[src/rtl/axil_uart_pkg.sv]
// Shared constants, state encoding and helpers for the AXI-Lite to UART host bridge.
// The optional response timeout is enabled with AXIL_UART_TIMEOUT_EN.
package axil_uart_pkg;

    localparam logic [7:0] DEF_BYTE_START = 8'hF0;
    localparam logic [7:0] DEF_BYTE_WR    = 8'hA1;
    localparam logic [7:0] DEF_BYTE_RD    = 8'hA2;

    typedef logic [1:0] resp_t;
    localparam resp_t RESP_OKAY   = 2'b00;
    localparam resp_t RESP_SLVERR = 2'b10;

    localparam int WR_FRAME_BYTES = 10;
    localparam int RD_FRAME_BYTES = 6;

    // Plain localparam encoding keeps the state register readable by older tools.
    typedef logic [3:0] state_t;
    localparam state_t ST_IDLE      = 4'd0;
    localparam state_t ST_TX_START  = 4'd1;
    localparam state_t ST_TX_CMD    = 4'd2;
    localparam state_t ST_TX_ADDR   = 4'd3;
    localparam state_t ST_TX_DATA   = 4'd4;
    localparam state_t ST_RX_START  = 4'd5;
    localparam state_t ST_RX_CMD    = 4'd6;
    localparam state_t ST_RX_STATUS = 4'd7;
    localparam state_t ST_RX_DATA   = 4'd8;
    localparam state_t ST_RESP      = 4'd9;

    function automatic logic [7:0] word_byte(input logic [31:0] word, input logic [1:0] idx);
        return word[{idx, 3'b000} +: 8];
    endfunction

endpackage

[src/rtl/axil_uart_host_bridge_if.sv]
// AXI-Lite (32/32) and 8-bit AXI-Stream interfaces used by the UART host bridge.
// Bus widths are fixed; the optional timeout macro AXIL_UART_TIMEOUT_EN does not affect them.
interface axil_if;
    import axil_uart_pkg::*;

    logic [31:0] awaddr;
    logic        awvalid;
    logic        awready;
    logic [31:0] wdata;
    logic [3:0]  wstrb;
    logic        wvalid;
    logic        wready;
    resp_t       bresp;
    logic        bvalid;
    logic        bready;
    logic [31:0] araddr;
    logic        arvalid;
    logic        arready;
    logic [31:0] rdata;
    resp_t       rresp;
    logic        rvalid;
    logic        rready;

    modport m_axil (
        output awaddr, awvalid, wdata, wstrb, wvalid, bready, araddr, arvalid, rready,
        input  awready, wready, bresp, bvalid, arready, rdata, rresp, rvalid
    );

    modport s_axil (
        input  awaddr, awvalid, wdata, wstrb, wvalid, bready, araddr, arvalid, rready,
        output awready, wready, bresp, bvalid, arready, rdata, rresp, rvalid
    );
endinterface

interface axis_if;
    logic [7:0] tdata;
    logic       tvalid;
    logic       tready;

    modport m_axis (output tdata, tvalid, input tready);
    modport s_axis (input tdata, tvalid, output tready);
endinterface

[src/rtl/axil_uart_timeout.sv]
// Loadable down-counter: reloads on clear, counts while enabled, flags expiry when it hits zero.
// Only instantiated when AXIL_UART_TIMEOUT_EN is defined.
module axil_uart_timeout
    import axil_uart_pkg::*;
#(
    parameter int LOAD_VALUE = 999_999
) (
    input  logic clk,
    input  logic rst_n,
    input  logic clear,
    input  logic enable,
    output logic expired
);

    logic [31:0] count;

    always_ff @(posedge clk or negedge rst_n) begin
        if (!rst_n) begin
            count <= 32'(LOAD_VALUE);
        end else if (clear) begin
            count <= 32'(LOAD_VALUE);
        end else if (enable && (count != 32'd0)) begin
            count <= count - 32'd1;
        end
    end

    // A clear in the same cycle wins, so an arriving byte always rescues the transaction.
    assign expired = enable && !clear && (count == 32'd0);

endmodule

[src/rtl/axil_uart_host_bridge.sv]
// AXI-Lite slave that serialises each transaction into a UART command frame and decodes the reply.
// Define AXIL_UART_TIMEOUT_EN to abort stalled responses with SLVERR after TIMEOUT_CYCLES.
module axil_uart_host_bridge
   import axil_uart_pkg::*;
#(
   parameter logic [7:0] UART_BYTE_START = DEF_BYTE_START,
   parameter logic [7:0] UART_BYTE_WR    = DEF_BYTE_WR,
   parameter logic [7:0] UART_BYTE_RD    = DEF_BYTE_RD,
   parameter int         TIMEOUT_CYCLES  = 1_000_000
) (
   input  logic   aclk,
   input  logic   aresetn,
   axil_if.s_axil s_axil,
   axis_if.m_axis m_axis,
   axis_if.s_axis s_axis
);

   state_t      state;
   logic        is_write;
   logic        rr_read_next;
   logic [31:0] addr_q;
   logic [31:0] wdata_q;
   logic [1:0]  byte_cnt;

   logic        awready_q, wready_q, arready_q, bvalid_q, rvalid_q;
   resp_t       bresp_q, rresp_q;
   logic [31:0] rdata_q;
   logic        tx_valid_q;
   logic [7:0]  tx_data_q;
   logic        rx_ready_q;

   logic        tx_hs, rx_hs, wr_pending, grant_wr, grant_rd, timed_out;
   logic [7:0]  cmd_byte;
   logic        unused_wstrb;

   assign tx_hs        = tx_valid_q && m_axis.tready;
   assign rx_hs        = rx_ready_q && s_axis.tvalid;
   assign wr_pending   = s_axil.awvalid && s_axil.wvalid;
   assign grant_wr     = wr_pending && (!s_axil.arvalid || !rr_read_next);
   assign grant_rd     = s_axil.arvalid && (!wr_pending || rr_read_next);
   assign cmd_byte     = is_write ? UART_BYTE_WR : UART_BYTE_RD;
   assign unused_wstrb = ^s_axil.wstrb;

`ifdef AXIL_UART_TIMEOUT_EN
   axil_uart_timeout #(
      .LOAD_VALUE (TIMEOUT_CYCLES - 1)
   ) u_timeout (
      .clk     (aclk),
      .rst_n   (aresetn),
      .clear   (!rx_ready_q || rx_hs),
      .enable  (rx_ready_q),
      .expired (timed_out)
   );
`else
   assign timed_out = 1'b0;
`endif

   always_ff @(posedge aclk or negedge aresetn) begin
      if (!aresetn) begin
         state        <= ST_IDLE;
         is_write     <= 1'b0;
         rr_read_next <= 1'b0;
         addr_q       <= '0;
         wdata_q      <= '0;
         byte_cnt     <= '0;
         awready_q    <= 1'b0;
         wready_q     <= 1'b0;
         arready_q    <= 1'b0;
         bvalid_q     <= 1'b0;
         rvalid_q     <= 1'b0;
         bresp_q      <= RESP_OKAY;
         rresp_q      <= RESP_OKAY;
         rdata_q      <= '0;
         tx_valid_q   <= 1'b0;
         tx_data_q    <= '0;
         rx_ready_q   <= 1'b0;
      end else begin
         case (state)
            // Ready is raised one cycle, the handshake completes in the next.
            ST_IDLE: begin
               if (awready_q) begin
                  awready_q    <= 1'b0;
                  wready_q     <= 1'b0;
                  addr_q       <= s_axil.awaddr;
                  wdata_q      <= s_axil.wdata;
                  is_write     <= 1'b1;
                  rr_read_next <= 1'b1;
                  tx_valid_q   <= 1'b1;
                  tx_data_q    <= UART_BYTE_START;
                  state        <= ST_TX_START;
               end else if (arready_q) begin
                  arready_q    <= 1'b0;
                  addr_q       <= s_axil.araddr;
                  is_write     <= 1'b0;
                  rr_read_next <= 1'b0;
                  tx_valid_q   <= 1'b1;
                  tx_data_q    <= UART_BYTE_START;
                  state        <= ST_TX_START;
               end else begin
                  awready_q <= grant_wr;
                  wready_q  <= grant_wr;
                  arready_q <= grant_rd;
               end
            end
            ST_TX_START: begin
               if (tx_hs) begin
                  tx_data_q <= cmd_byte;
                  state     <= ST_TX_CMD;
               end
            end
            ST_TX_CMD: begin
               if (tx_hs) begin
                  byte_cnt  <= 2'd3;
                  tx_data_q <= word_byte(addr_q, 2'd3);
                  state     <= ST_TX_ADDR;
               end
            end
            ST_TX_ADDR, ST_TX_DATA: begin
               if (tx_hs) begin
                  if (byte_cnt != 2'd0) begin
                     byte_cnt  <= byte_cnt - 2'd1;
                     tx_data_q <= word_byte((state == ST_TX_ADDR) ? addr_q : wdata_q,
                                            byte_cnt - 2'd1);
                  end else if ((state == ST_TX_ADDR) && is_write) begin
                     byte_cnt  <= 2'd3;
                     tx_data_q <= word_byte(wdata_q, 2'd3);
                     state     <= ST_TX_DATA;
                  end else begin
                     tx_valid_q <= 1'b0;
                     rx_ready_q <= 1'b1;
                     state      <= ST_RX_START;
                  end
               end
            end
            // Any unexpected byte drops the parser back to hunting for START.
            ST_RX_START, ST_RX_CMD, ST_RX_STATUS, ST_RX_DATA: begin
               if (timed_out) begin
                  rx_ready_q <= 1'b0;
                  rdata_q    <= '0;
                  state      <= ST_RESP;
                  if (is_write) begin
                     bvalid_q <= 1'b1;
                     bresp_q  <= RESP_SLVERR;
                  end else begin
                     rvalid_q <= 1'b1;
                     rresp_q  <= RESP_SLVERR;
                  end
               end else if (rx_hs) begin
                  case (state)
                     ST_RX_START: begin
                        if (s_axis.tdata == UART_BYTE_START) state <= ST_RX_CMD;
                     end
                     ST_RX_CMD: begin
                        state <= (s_axis.tdata == cmd_byte) ? ST_RX_STATUS : ST_RX_START;
                     end
                     ST_RX_STATUS: begin
                        if (is_write) begin
                           bresp_q    <= s_axis.tdata[1:0];
                           bvalid_q   <= 1'b1;
                           rx_ready_q <= 1'b0;
                           state      <= ST_RESP;
                        end else begin
                           rresp_q  <= s_axis.tdata[1:0];
                           byte_cnt <= 2'd3;
                           state    <= ST_RX_DATA;
                        end
                     end
                     default: begin
                        rdata_q  <= {rdata_q[23:0], s_axis.tdata};
                        byte_cnt <= byte_cnt - 2'd1;
                        if (byte_cnt == 2'd0) begin
                           rvalid_q   <= 1'b1;
                           rx_ready_q <= 1'b0;
                           state      <= ST_RESP;
                        end
                     end
                  endcase
               end
            end
            // Arbitrating on the response handshake lets the next accept follow immediately.
            ST_RESP: begin
               if ((is_write && bvalid_q && s_axil.bready) ||
                   (!is_write && rvalid_q && s_axil.rready)) begin
                  bvalid_q  <= 1'b0;
                  rvalid_q  <= 1'b0;
                  awready_q <= grant_wr;
                  wready_q  <= grant_wr;
                  arready_q <= grant_rd;
                  state     <= ST_IDLE;
               end
            end
            default: state <= ST_IDLE;
         endcase
      end
   end

   assign s_axil.awready = awready_q;
   assign s_axil.wready  = wready_q;
   assign s_axil.arready = arready_q;
   assign s_axil.bvalid  = bvalid_q;
   assign s_axil.bresp   = bresp_q;
   assign s_axil.rvalid  = rvalid_q;
   assign s_axil.rresp   = rresp_q;
   assign s_axil.rdata   = rdata_q;
   assign m_axis.tvalid  = tx_valid_q;
   assign m_axis.tdata   = tx_data_q;
   assign s_axis.tready  = rx_ready_q;

endmodule

[src/flat_wrapper.sv]
// flat-port wrapper written by rule: the top's interface ports become plain ports
module axil_uart_host_bridge_flat import axil_uart_pkg::*;
#(
   parameter logic [7:0] UART_BYTE_START = DEF_BYTE_START,
   parameter logic [7:0] UART_BYTE_WR    = DEF_BYTE_WR,
   parameter logic [7:0] UART_BYTE_RD    = DEF_BYTE_RD,
   parameter int         TIMEOUT_CYCLES  = 1_000_000
)
  (aclk, aresetn, s_axil_awaddr, s_axil_awvalid, s_axil_wdata, s_axil_wstrb, s_axil_wvalid, s_axil_bready, s_axil_araddr, s_axil_arvalid, s_axil_rready, s_axil_awready, s_axil_wready, s_axil_bresp, s_axil_bvalid, s_axil_arready, s_axil_rdata, s_axil_rresp, s_axil_rvalid, m_axis_tdata, m_axis_tvalid, m_axis_tready, s_axis_tdata, s_axis_tvalid, s_axis_tready);
  axil_if s_axil_i ();
  axis_if m_axis_i ();
  axis_if s_axis_i ();
  input  logic aclk;
  input  logic aresetn;
  input wire logic [$bits(s_axil_i.awaddr)-1:0] s_axil_awaddr;
  input wire logic [$bits(s_axil_i.awvalid)-1:0] s_axil_awvalid;
  input wire logic [$bits(s_axil_i.wdata)-1:0] s_axil_wdata;
  input wire logic [$bits(s_axil_i.wstrb)-1:0] s_axil_wstrb;
  input wire logic [$bits(s_axil_i.wvalid)-1:0] s_axil_wvalid;
  input wire logic [$bits(s_axil_i.bready)-1:0] s_axil_bready;
  input wire logic [$bits(s_axil_i.araddr)-1:0] s_axil_araddr;
  input wire logic [$bits(s_axil_i.arvalid)-1:0] s_axil_arvalid;
  input wire logic [$bits(s_axil_i.rready)-1:0] s_axil_rready;
  output wire logic [$bits(s_axil_i.awready)-1:0] s_axil_awready;
  output wire logic [$bits(s_axil_i.wready)-1:0] s_axil_wready;
  output wire logic [$bits(s_axil_i.bresp)-1:0] s_axil_bresp;
  output wire logic [$bits(s_axil_i.bvalid)-1:0] s_axil_bvalid;
  output wire logic [$bits(s_axil_i.arready)-1:0] s_axil_arready;
  output wire logic [$bits(s_axil_i.rdata)-1:0] s_axil_rdata;
  output wire logic [$bits(s_axil_i.rresp)-1:0] s_axil_rresp;
  output wire logic [$bits(s_axil_i.rvalid)-1:0] s_axil_rvalid;
  output wire logic [$bits(m_axis_i.tdata)-1:0] m_axis_tdata;
  output wire logic [$bits(m_axis_i.tvalid)-1:0] m_axis_tvalid;
  input wire logic [$bits(m_axis_i.tready)-1:0] m_axis_tready;
  input wire logic [$bits(s_axis_i.tdata)-1:0] s_axis_tdata;
  input wire logic [$bits(s_axis_i.tvalid)-1:0] s_axis_tvalid;
  output wire logic [$bits(s_axis_i.tready)-1:0] s_axis_tready;
  assign s_axil_i.awaddr = s_axil_awaddr;
  assign s_axil_i.awvalid = s_axil_awvalid;
  assign s_axil_i.wdata = s_axil_wdata;
  assign s_axil_i.wstrb = s_axil_wstrb;
  assign s_axil_i.wvalid = s_axil_wvalid;
  assign s_axil_i.bready = s_axil_bready;
  assign s_axil_i.araddr = s_axil_araddr;
  assign s_axil_i.arvalid = s_axil_arvalid;
  assign s_axil_i.rready = s_axil_rready;
  assign s_axil_awready = s_axil_i.awready;
  assign s_axil_wready = s_axil_i.wready;
  assign s_axil_bresp = s_axil_i.bresp;
  assign s_axil_bvalid = s_axil_i.bvalid;
  assign s_axil_arready = s_axil_i.arready;
  assign s_axil_rdata = s_axil_i.rdata;
  assign s_axil_rresp = s_axil_i.rresp;
  assign s_axil_rvalid = s_axil_i.rvalid;
  assign m_axis_tdata = m_axis_i.tdata;
  assign m_axis_tvalid = m_axis_i.tvalid;
  assign m_axis_i.tready = m_axis_tready;
  assign s_axis_i.tdata = s_axis_tdata;
  assign s_axis_i.tvalid = s_axis_tvalid;
  assign s_axis_tready = s_axis_i.tready;
  axil_uart_host_bridge #(.UART_BYTE_START(UART_BYTE_START), .UART_BYTE_WR(UART_BYTE_WR), .UART_BYTE_RD(UART_BYTE_RD), .TIMEOUT_CYCLES(TIMEOUT_CYCLES)) u_core (.aclk(aclk), .aresetn(aresetn), .s_axil(s_axil_i), .m_axis(m_axis_i), .s_axis(s_axis_i));
endmodule
[config.mk]
export PLATFORM = sky130hd
export DESIGN_NAME = axil_uart_host_bridge_flat
export DESIGN_NICKNAME = d
export VERILOG_FILES = /design/src/rtl/axil_uart_pkg.sv /design/src/rtl/axil_uart_host_bridge_if.sv /design/src/rtl/axil_uart_timeout.sv /design/src/rtl/axil_uart_host_bridge.sv /design/src/flat_wrapper.sv
export SDC_FILE = /design/constraint.sdc
export NUM_CORES = 1
export LEC_CHECK = 0
export ABC_CLOCK_PERIOD_IN_PS = 2300
export CAP_MARGIN = 20
export CORE_UTILIZATION = 30
export DETAILED_ROUTE_END_ITERATION = 6
export PLACE_DENSITY_LB_ADDON = 0.08
export SYNTH_ARGS = -nofsm -noshare
export SYNTH_HDL_FRONTEND = slang
export SYNTH_SLANG_ARGS = --single-unit
[constraint.sdc]
create_clock -name aclk -period 2.3 [get_ports aclk]
set_clock_uncertainty 0.2 [all_clocks]
set_input_delay 0.46 -clock aclk [delete_from_list [all_inputs] [get_ports aclk]]
set_output_delay 0.46 -clock aclk [all_outputs]
set_load 0.005 [all_outputs]
# Yosys cells after proc, flatten, opt, wreduce, memory -nomap -nowiden
# Index checks and enable logic that the tools add are counted.
dict set report word_totals {
  ff_bits 122
  output_inout_bits 51
  elab_cells 168
}
dict set report op_classes {
  n_addsub 1
  eq_ne 32
  shift 1
  muxes 71
  bitwise 2
  reduce_logical 45
}
# op n
set op_table {}
lappend op_table {{two-way mux 32 bit} 3}
lappend op_table {{two-way mux 8 bit} 7}
lappend op_table {{two-way mux 4 bit} 10}
lappend op_table {{one-hot mux 8 bit (4 select lines)} 1}
lappend op_table {{indexed part select 32 x 6 -> 8 bit} 1}
lappend op_table {{two-way mux 1 bit} 30}
lappend op_table {{one-hot mux 4 bit (6 select lines)} 1}
lappend op_table {{equality test 4 x 3 -> 1 bit, second input constant} 4}
lappend op_table {{two-way mux 2 bit} 8}
lappend op_table {{!= test 2 x 1 -> 1 bit, second input constant} 8}
lappend op_table {{one-hot mux 1 bit (2 select lines)} 8}
lappend op_table {{AND reduction 5 bit} 3}
lappend op_table {{one-hot mux 4 bit (3 select lines)} 1}
lappend op_table {{nonzero test 2 bit} 6}
lappend op_table {{logical AND 1 bit} 10}
lappend op_table {{!= test 2 bit, second input constant} 5}
lappend op_table {{!= test 3 x 1 -> 1 bit, second input constant} 3}
lappend op_table {{!= test 3 x 2 -> 1 bit, second input constant} 3}
lappend op_table {{AND reduction 3 bit} 3}
lappend op_table {{AND reduction 9 bit} 1}
lappend op_table {{equality test 4 x 2 -> 1 bit, second input constant} 2}
lappend op_table {{equality test 4 bit, second input constant} 2}
lappend op_table {{equality test 8 bit} 1}
lappend op_table {{equality test 8 bit, second input constant} 1}
lappend op_table {{21 further kinds} 30}

# Longest topological paths before layout
# Gate-level depths: netlist of the first run.
dict set report depth {
  ltp_word 7
  depth_mapped 10
  mapped_depth_nobuf 7
}

# Worst setup path after synthesis of the first run
# OpenSTA, ideal clock, no wires.
dict set report synth_path {
  kind {flip-flop to flip-flop}
  startpoint {reg u_core.byte_cnt[0]}
  endpoint {reg u_core.tx_data_q[1], in the netlist u_core.m_axis.tdata[1]}
  arrival_ns 2.001
  required_ns 1.974
  slack_ns -0.027
  stages_incl_launch_ff 9
  path_buffers 2
  synth_period_minus_slack_ns 2.327
  path_cell_list {dfrtp_1 buf_2 inv_1 ha_1 clkbuf_1 nor3_1 a32o_1 nor4_1 a221o_1}
}
dict set report synth_between {
  elab_chain_cells 5
  word_cells_on_any_way 8
}
# item line_no
set synth_lines {}
lappend synth_lines {{start, declared} axil_uart_host_bridge.sv:23} ;# logic [1:0] byte_cnt;
lappend synth_lines {{start signal, assigned} axil_uart_host_bridge.sv:121} ;# byte_cnt <= byte_cnt - 2'd1;
lappend synth_lines {{start signal, assigned} axil_uart_host_bridge.sv:170} ;# byte_cnt <= byte_cnt - 2'd1;
lappend synth_lines {{subtractor 2 x 1 -> 2 bit} axil_uart_host_bridge.sv:123} ;# byte_cnt - 2'd1);
lappend synth_lines {{indexed part select 32 x 6 -> 8 bit} axil_uart_pkg.sv:30} ;# return word[{idx, 3'b000} +: 8];
lappend synth_lines {{two-way mux 8 bit} axil_uart_host_bridge.sv:120} ;# if (byte_cnt != 2'd0) begin
lappend synth_lines {{two-way mux 8 bit} axil_uart_host_bridge.sv:119} ;# if (tx_hs) begin
lappend synth_lines {{one-hot mux 8 bit (4 select lines)} axil_uart_host_bridge.sv:78} ;# case (state)
lappend synth_lines {{end signal, assigned} axil_uart_host_bridge.sv:114} ;# tx_data_q <= word_byte(addr_q, 2'd3);
lappend synth_lines {{end signal, assigned} axil_uart_host_bridge.sv:122} ;# tx_data_q <= word_byte((state == ST_TX_ADDR) ? addr_q : wdata_q,
lappend synth_lines {{end signal, assigned} axil_uart_host_bridge.sv:126} ;# tx_data_q <= word_byte(wdata_q, 2'd3);
lappend synth_lines {{end, declared} axil_uart_host_bridge.sv:29} ;# logic [7:0] tx_data_q;
# Several ways; a longest one is shown, not always the timed one. The select of a mux whose other input is x is not followed.
# A chain may end at the register's enable or synchronous reset.

# Worst setup path after layout of the first run
dict set report layout_path {
  startpoint {reg u_core.state[0]}
  endpoint {reg u_core.state[1]}
}
dict set report layout_between {
  elab_chain_cells 4
  word_cells_on_any_way 25
}
# item line_no
set layout_lines {}
lappend layout_lines {{start, declared} axil_uart_host_bridge.sv:18} ;# state_t state;
lappend layout_lines {{start signal, assigned} axil_uart_host_bridge.sv:154} ;# state <= (s_axis.tdata == cmd_byte) ? ST_RX_STATUS : ST_RX_START;
lappend layout_lines {{equality test 4 bit (tied with other cells)} axil_uart_host_bridge.sv:78}
lappend layout_lines {{OR reduction 4 bit (tied with other cells)} axil_uart_host_bridge.sv:78}
lappend layout_lines {{!= test 5 x 1 -> 1 bit (no line) (tied with other cells)} n/a}
lappend layout_lines {{AND reduction 9 bit (no line) or one-hot mux 4 bit (6 select lines) (tied branches)} n/a}
# Several ways; a longest one is shown, not always the timed one. The select of a mux whose other input is x is not followed.

==> reports/qor.txt, run 1 <==
status -> finished, violations left
failing checks -> negative setup slack
mapped cell area -> 6260 µm²
first-pass GRT wire length -> 31,000 µm
Top FF cell, synth -> dfrtp_1
# IOs -> 168
Mean Syn Cell Area -> 10.8 µm²
Layout Utilization -> 47.8%
Num CTS Buffers -> 17
post-route cell area -> 9740 µm²
# nets final -> 950
DP HPWL -> 15,000 µm
leakage power -> 4.13 nW
DRC viols -> 0
commonest non-fill, non-tap cells in the layout -> clkdlybuf4s50_1 (162), dfrtp_1 (117), buf_4 (89), mux2_2 (72), nand2_1 (53)
Req. time, crit path -> 2.40 ns
drt first pass iters -> 4
Hold WS -> 0.306 ns
IR drop worst, VDD -> 672 µV
CP max FO -> 6
Syn Nets -> 699
pre-CTS setup slack -> -0.345 ns
proportion of power drawn by the clock network -> 20.3%
NetSw -> 0.00469 W
Clock Tree Buf Depth -> 2
Critical Path Source Type -> register
Sw Ratio -> 37.3%
TritonCTS clock tree -> yes
# rows -> 52
max-cap violation count -> 0
Hold Crit Class -> reg2reg
via density per instance -> 4.88
Slew @ Worst Pin -> 0.588 ns
die width -> 146 µm
via count -> 5,446
CTS root buf -> clkbuf_16
Period Utilization, post-route -> 101%
Final Power -> 0.0126 W
vias in the first global route -> 5,739
# port buffers -> 163
number of synthesized flops with an enable pin -> 0
final hold violation count -> 0
Cell variety after synth -> 71
RSZ-0062 raised after global routing -> yes
final number of setup-violating endpoints -> 2
clock sink count -> 122
Max Slew Vio Count -> 0
synth-to-layout area growth -> 55.7%
H-tree depth -> 4
FMAX -> 432 MHz
WL/cell -> 17.7 µm
clock period minus worst slack -> 2.32 ns
share of cells above drive strength 1 -> 31.6%
Die H -> 146 µm
pwr dens -> 1290 nW/µm²
RD Place Congestion -> 0.849
initial antenna violation count -> 0
Synthesis Warnings -> 0
Setup crit end kind -> register
Starting Density -> 30.7%
Seq/Total Area, Yosys -> 48.8%
Initial DRC Count -> 262
GR Overflow Total -> 0
flops & latches, synth -> 122
multi-input logic area -> 3160 µm²
Comb power frac -> 50.7%
total track usage -> 19.0%
commonest non-fill, non-tap cell in the layout -> clkdlybuf4s50_1
Die ar. -> 21,400 µm²
ant diodes -> 0
CP Data Arrival Time -> 2.42 ns
antenna-violating nets left -> 0
worst-skew pair later-pin latency -> 0.42 ns
Gate Count Post-Synth -> 581
final WL -> 19,700 µm
Setup WS post-layout -> -0.0173 ns
Seq pwr share -> 29.0%
CTS clock-pin slew for the worst setup and hold paths -> 0.06 ns
largest net degree at the start of global routing -> 45
Reg area -> 3060 µm²
classification of the worst setup path -> reg2reg
Core ar. -> 20,400 µm²
Cell Area, Placed -> 8850 µm²
async set-reset flop share out of synthesis -> 100%
P_int -> 0.00788 W
Max-slew headroom -> 60.7%
fill count -> 1,935
[logic make-up after synthesis]
| logic type | synth area share, % |
|---|---|
| mux | 20.7 |
| buf+inv | 3.66 |
| xor+xnor | 0.280 |
| compound gates | 12.2 |
| fa+ha+maj | 0.200 |
| flops | 48.8 |
| simple gates | 14.2 |
[synthesized netlist by cell type (4+ instances only)]
library cell  count  area share, %
a21oi_1          54            4.3
a2bb2oi_1         4           0.56
a31oi_1           9           0.90
and3_1            5           0.50
buf_2            14            1.1
buf_4             6           0.72
clkbuf_1         12           0.72
dfrtp_1         122             49
inv_1             8           0.48
mux2_2           74             13
mux2i_1          43            6.9
nand2_1          54            3.2
nand2b_1          8           0.80
nand3_1          14            1.1
nor2_1           47            2.8
nor3_1            7           0.56
o21ai_0          16            1.3
o221ai_1          4           0.56
[worst paths after layout]
kind | from | slack [ns] | end | depth (start not counted)
max in group asynchronous | aresetn | 0.93 | u_core.is_write$_DFFE_PN0P_ | 3
worst max register to register | u_core.state[0]$_DFFE_PN0P_ | -0.02 | u_core.state[1]$_DFFE_PN0P_ | 6
worst min-delay path | u_core.s_axil.wready$_DFFE_PN0P_ | 0.31 | u_core.s_axil.wready$_DFFE_PN0P_ | 1
min in group asynchronous | aresetn | 0.39 | u_core.addr_q[27]$_DFFE_PN0P_ | 2
worst min register to register | u_core.s_axil.wready$_DFFE_PN0P_ | 0.31 | u_core.s_axil.wready$_DFFE_PN0P_ | 1
worst max-delay path | u_core.state[0]$_DFFE_PN0P_ | -0.02 | u_core.state[1]$_DFFE_PN0P_ | 6
[critical path, stage by stage (launching register included)]
cell,delay (ns)
dfrtp_2,0.47
buf_6,0.14
or4_4,0.54
nor3_4,0.27
or3b_4,0.20
nor3_4,0.06
mux2_4,0.32
[state kept, by name, indices dropped and copies added (netlist names)]
name                   count
u_core.addr_q             32
u_core.m_axis.tdata        8
u_core.state               4
u_core.is_write            1
u_core.s_axis.tready       1
u_core.s_axil.rvalid       1
u_core.s_axil.arready      1
u_core.s_axil.rresp        2
u_core.s_axil.wready       1
u_core.s_axil.bvalid       1
u_core.wdata_q            32
u_core.s_axil.awready      1
u_core.s_axil.rdata       32
u_core.byte_cnt            2
u_core.m_axis.tvalid       1
u_core.s_axil.bresp        2
[layer usage]
layer	routed length [µm]	share of wire, %	GRT usage (%)	vias to the layer above
met5	0	0	0	-
met3	946	4.8	3.62	13
met1	9040	46	25.6	2691
li1	-	-	-	2618
met2	9590	49	31.0	124
met4	160	0.81	5.42	0
[area by class of cell]
class,instances,share of cell area (%)
Clock inverter,15,1.43
Clock buffer,17,4.37
Sequential cell,122,31.4
Multi-Input combinational cell,413,32.4
Timing Repair Buffer,270,26.5
Tap cell,270,3.47
Inverter,8,0.347
[power groups by stage]
stage	clock (W)	sequential (W)	combinational, W
2_1_floorplan	0	0.00341	0.00330
4_1_cts	0.00262	0.00363	0.00583
6_report	0.00255	0.00365	0.00637
5_1_grt	0.00272	0.00376	0.00695
3_3_place_gp	0	0.00364	0.00571
3_5_place_dp	0	0.00365	0.00577
[through the flow]
stage | std cells | TNS [ns]
floorplan | 581 | 0
global placement | 1071 | -3.35
detailed placement | 1071 | -4.14
CTS | 1104 | 0
global route | 1115 | -0.350
finish | 1115 | -0.0283
[what timing repair did]
| action | CTS | global route |
|---|---|---|
| gates resized for setup | 8 | 45 |
| setup endpoints to repair | 47 | 26 |
| buffers inserted | 0 | 10 |
| pin swaps | 0 | 20 |
| gates cloned | 0 | 1 |
| hold buffers | 1 | 0 |
| endpoints found under the hold margin | 31 | 0 |
Power figures use the tool's default switching activity.
==> run 2, diff against run 1 <==
--- a/config.mk
+++ b/config.mk
@@ -7,6 +7,7 @@
 export LEC_CHECK = 0
 export ABC_CLOCK_PERIOD_IN_PS = 2300
 export CAP_MARGIN = 20
+export CORE_MARGIN = 2
 export CORE_UTILIZATION = 30
 export DETAILED_ROUTE_END_ITERATION = 6
 export PLACE_DENSITY_LB_ADDON = 0.08
==> run 2 against run 1 <==
The flow now finishes without violations. Via count is 1.0% lower. Wire length grew 0.36%. Combinational power decreased by 3%. Power rose by 0.52%. Sequential cell count unchanged. Utilization is 0.29 points lower. Sequential share of layout area rose by 0.18 points. Count of clock-buffer cells in the layout did not move. Critical endpoint is now u_core.m_axis.tdata[5]$_DFFE_PN0P_. Clock power is 11% higher. Non-clock buffer count shrank 3. Die area grew 2.8%.
==> reports/qor.txt, run 2 (synthesis results as in run 1) <==
status -> finished clean (was finished, violations left)
Critical R2R Capture -> u_core.m_axis.tdata[5]$_DFFE_PN0P_ (was u_core.state[1]$_DFFE_PN0P_)
Num CTS Buffers -> 17 (unchanged)
Clock Tree Buf Depth -> 2 (unchanged)
Worst Reg-to-Reg Cells -> 6 (unchanged)
CP Data Arrival Time -> 2.39 ns (was 2.42 ns)
Initial DRC Count -> 278 (was 262)
Hold Crit Class -> reg2reg (unchanged)
vias in the first global route -> 5,654 (was 5,739)
worst-skew pair later-pin latency -> 0.41 ns (was 0.42 ns)
total track usage -> 18.5% (was 19.0%)
CTS clock-pin slew for the worst setup and hold paths -> 0.06 ns (about the same)
# IOs -> 168 (unchanged)
P_int -> 0.00808 W (was 0.00788 W)
Worst path slowest cell -> dfrtp_2 (was or4_4)
Die H -> 148 µm (was 146 µm)
Starting Density -> 30.7% (unchanged)
H-tree depth -> 4 (unchanged)
WL/cell -> 17.8 µm (was 17.7 µm)
Die ar. -> 22,000 µm² (was 21,400 µm²)
Critical Path Max Stage Delay -> 0.47 ns (was 0.54 ns)
proportion of power drawn by the clock network -> 22.4% (was 20.3%)
initial antenna violation count -> 0 (unchanged)
Max Slew Vio Count -> 0 (unchanged)
synth-to-layout area growth -> 54.8% (was 55.7%)
NetSw -> 0.00455 W (was 0.00469 W)
placed cell count -> 1,069 (was 1,071)
FMAX -> 442 MHz (was 432 MHz)
clock sink count -> 122 (unchanged)
crit path to -> u_core.m_axis.tdata[5]$_DFFE_PN0P_ (was u_core.state[1]$_DFFE_PN0P_)
ant diodes -> 0 (unchanged)
Period Utilization, post-route -> 98.3% (was 101%)
CP startpoint -> u_core.state[1]$_DFFE_PN0P_ (was u_core.state[0]$_DFFE_PN0P_)
Final Power -> 0.0126 W (about the same)
drt first pass iters -> 4 (unchanged)
share of cells above drive strength 1 -> 29.7% (was 31.6%)
Core ar. -> 20,400 µm² (unchanged)
DRC viols -> 0 (unchanged)
clock period minus worst slack -> 2.26 ns (was 2.32 ns)
commonest non-fill, non-tap cell in the layout -> clkdlybuf4s50_1 (unchanged)
commonest non-fill, non-tap cells in the layout -> clkdlybuf4s50_1 (162), dfrtp_1 (118), buf_4 (94), mux2_2 (74), nand2_1 (54) (was clkdlybuf4s50_1 (162), dfrtp_1 (117), buf_4 (89), mux2_2 (72), nand2_1 (53))
largest net degree at the start of global routing -> 56 (was 45)
Seq pwr share -> 28.6% (was 29.0%)
CTS root buf -> clkbuf_16 (unchanged)
Comb power frac -> 49.0% (was 50.7%)
crit-path cells -> or3b_4 -> buf_4 -> a21o_1 -> a31oi_1 -> nand4_1 -> a31oi_1 (was buf_6 -> or4_4 -> nor3_4 -> or3b_4 -> nor3_4 -> mux2_4)
CP max FO -> 7 (was 6)
classification of the worst setup path -> reg2reg (unchanged)
# nets final -> 947 (was 950)
Crit path top cell by count -> a31oi_1 (was nor3_4)
Layout Utilization -> 47.5% (was 47.8%)
IR drop worst, VDD -> 636 µV (was 672 µV)
# port buffers -> 163 (unchanged)
DP HPWL -> 15,100 µm (was 15,000 µm)
Critical Path Source Type -> register (unchanged)
antenna-violating nets left -> 0 (unchanged)
final number of setup-violating endpoints -> 0 (was 2)
Req. time, crit path -> 2.43 ns (was 2.40 ns)
via count -> 5,391 (was 5,446)
pwr dens -> 1310 nW/µm² (was 1290 nW/µm²)
Sw Ratio -> 36.1% (was 37.3%)
GR Overflow Total -> 0 (unchanged)
RD Place Congestion -> 0.824 (was 0.849)
final hold violation count -> 0 (unchanged)
# rows -> 52 (unchanged)
max-cap violation count -> 0 (unchanged)
die width -> 148 µm (was 146 µm)
Reg2Reg Setup Slack -> 0.04 ns (was -0.02 ns)
reg2reg start -> u_core.state[1]$_DFFE_PN0P_ (was u_core.state[0]$_DFFE_PN0P_)
Setup crit end kind -> register (unchanged)
TritonCTS clock tree -> yes (unchanged)
Hold WS -> 0.305 ns (was 0.306 ns)
Slew @ Worst Pin -> 0.548 ns (was 0.588 ns)
Max-slew headroom -> 63.4% (was 60.7%)
via density per instance -> 4.85 (was 4.88)
final WL -> 19,800 µm (was 19,700 µm)
RSZ-0062 raised after global routing -> yes (unchanged)
leakage power -> 4.09 nW (was 4.13 nW)
non-filler instance count after layout -> 1,112 (was 1,115)
first-pass GRT wire length -> 31,300 µm (was 31,000 µm)
## run 2: how the worst min path moves through the flow
stage                                    from                              to  cells past startpoint
6_report       u_core.wdata_q[30]$_DFFE_PN0P_  u_core.wdata_q[30]$_DFFE_PN0P_                      1
5_1_grt        u_core.wdata_q[21]$_DFFE_PN0P_  u_core.wdata_q[21]$_DFFE_PN0P_                      1
4_1_cts        u_core.wdata_q[30]$_DFFE_PN0P_  u_core.wdata_q[30]$_DFFE_PN0P_                      1
3_5_place_dp                          aresetn   u_core.addr_q[28]$_DFFE_PN0P_                      1
3_3_place_gp                          aresetn   u_core.addr_q[28]$_DFFE_PN0P_                      1
2_1_floorplan                         aresetn    u_core.addr_q[0]$_DFFE_PN0P_                      0
## run 2: critical path: cells and delay by family, from the launching register on
kind / cells / cell delay [ns]
compound gates: 3 / 0.68
flops: 1 / 0.47
simple gates: 2 / 0.68
buf+inv: 1 / 0.15
## run 2: layer usage
| metal | vias to the layer above | share of wire, % | track usage [%] |
|---|---|---|---|
| met5 | - | 0 | 0 |
| met4 | 0 | 0.63 | 4.57 |
| met3 | 9 | 4.5 | 3.93 |
| met2 | 126 | 49 | 29.8 |
| met1 | 2630 | 46 | 25.6 |
| li1 | 2626 | - | - |
## run 2: through the flow
step / TNS [ns] / cell area [µm²] / setup WS [ns]
CTS: 0 / 9490 / 0.00942
floorplan: 0 / 6260 / 0.00956
detailed placement: -4.37 / 8820 / -0.339
global placement: -3.60 / 8820 / -0.321
finish: 0 / 9680 / 0.0400
global route: -0.0982 / 9680 / -0.0437
## run 2: cell type report
class                      instances  area, µm²
fill                            1913      10700
clock buffer                      17        425
timing repair buffer             267       2520
sequential                       122       3060
multi-input combinational        413       3110
clock inverter                    15        199
inverter                           8       30.0
tap                              270        338
## run 2: power groups by stage
stage	Combinational [W]	Sequential (W)	Clock, W
after floorplan	0.00330	0.00341	0
after global placement	0.00575	0.00361	0
after detailed placement	0.00583	0.00362	0
after CTS	0.00591	0.00360	0.00289
after global routing	0.00673	0.00372	0.00301
final	0.00619	0.00362	0.00283
## run 2: timing repair
item                                   CTS  global route
hold buffers                             1             0
resized for setup                        8            21
endpoints found under the hold margin   26             0
cloned                                   0             1
pin swaps                                0             7
setup endpoints to repair               13            16
buffers inserted                         0            10
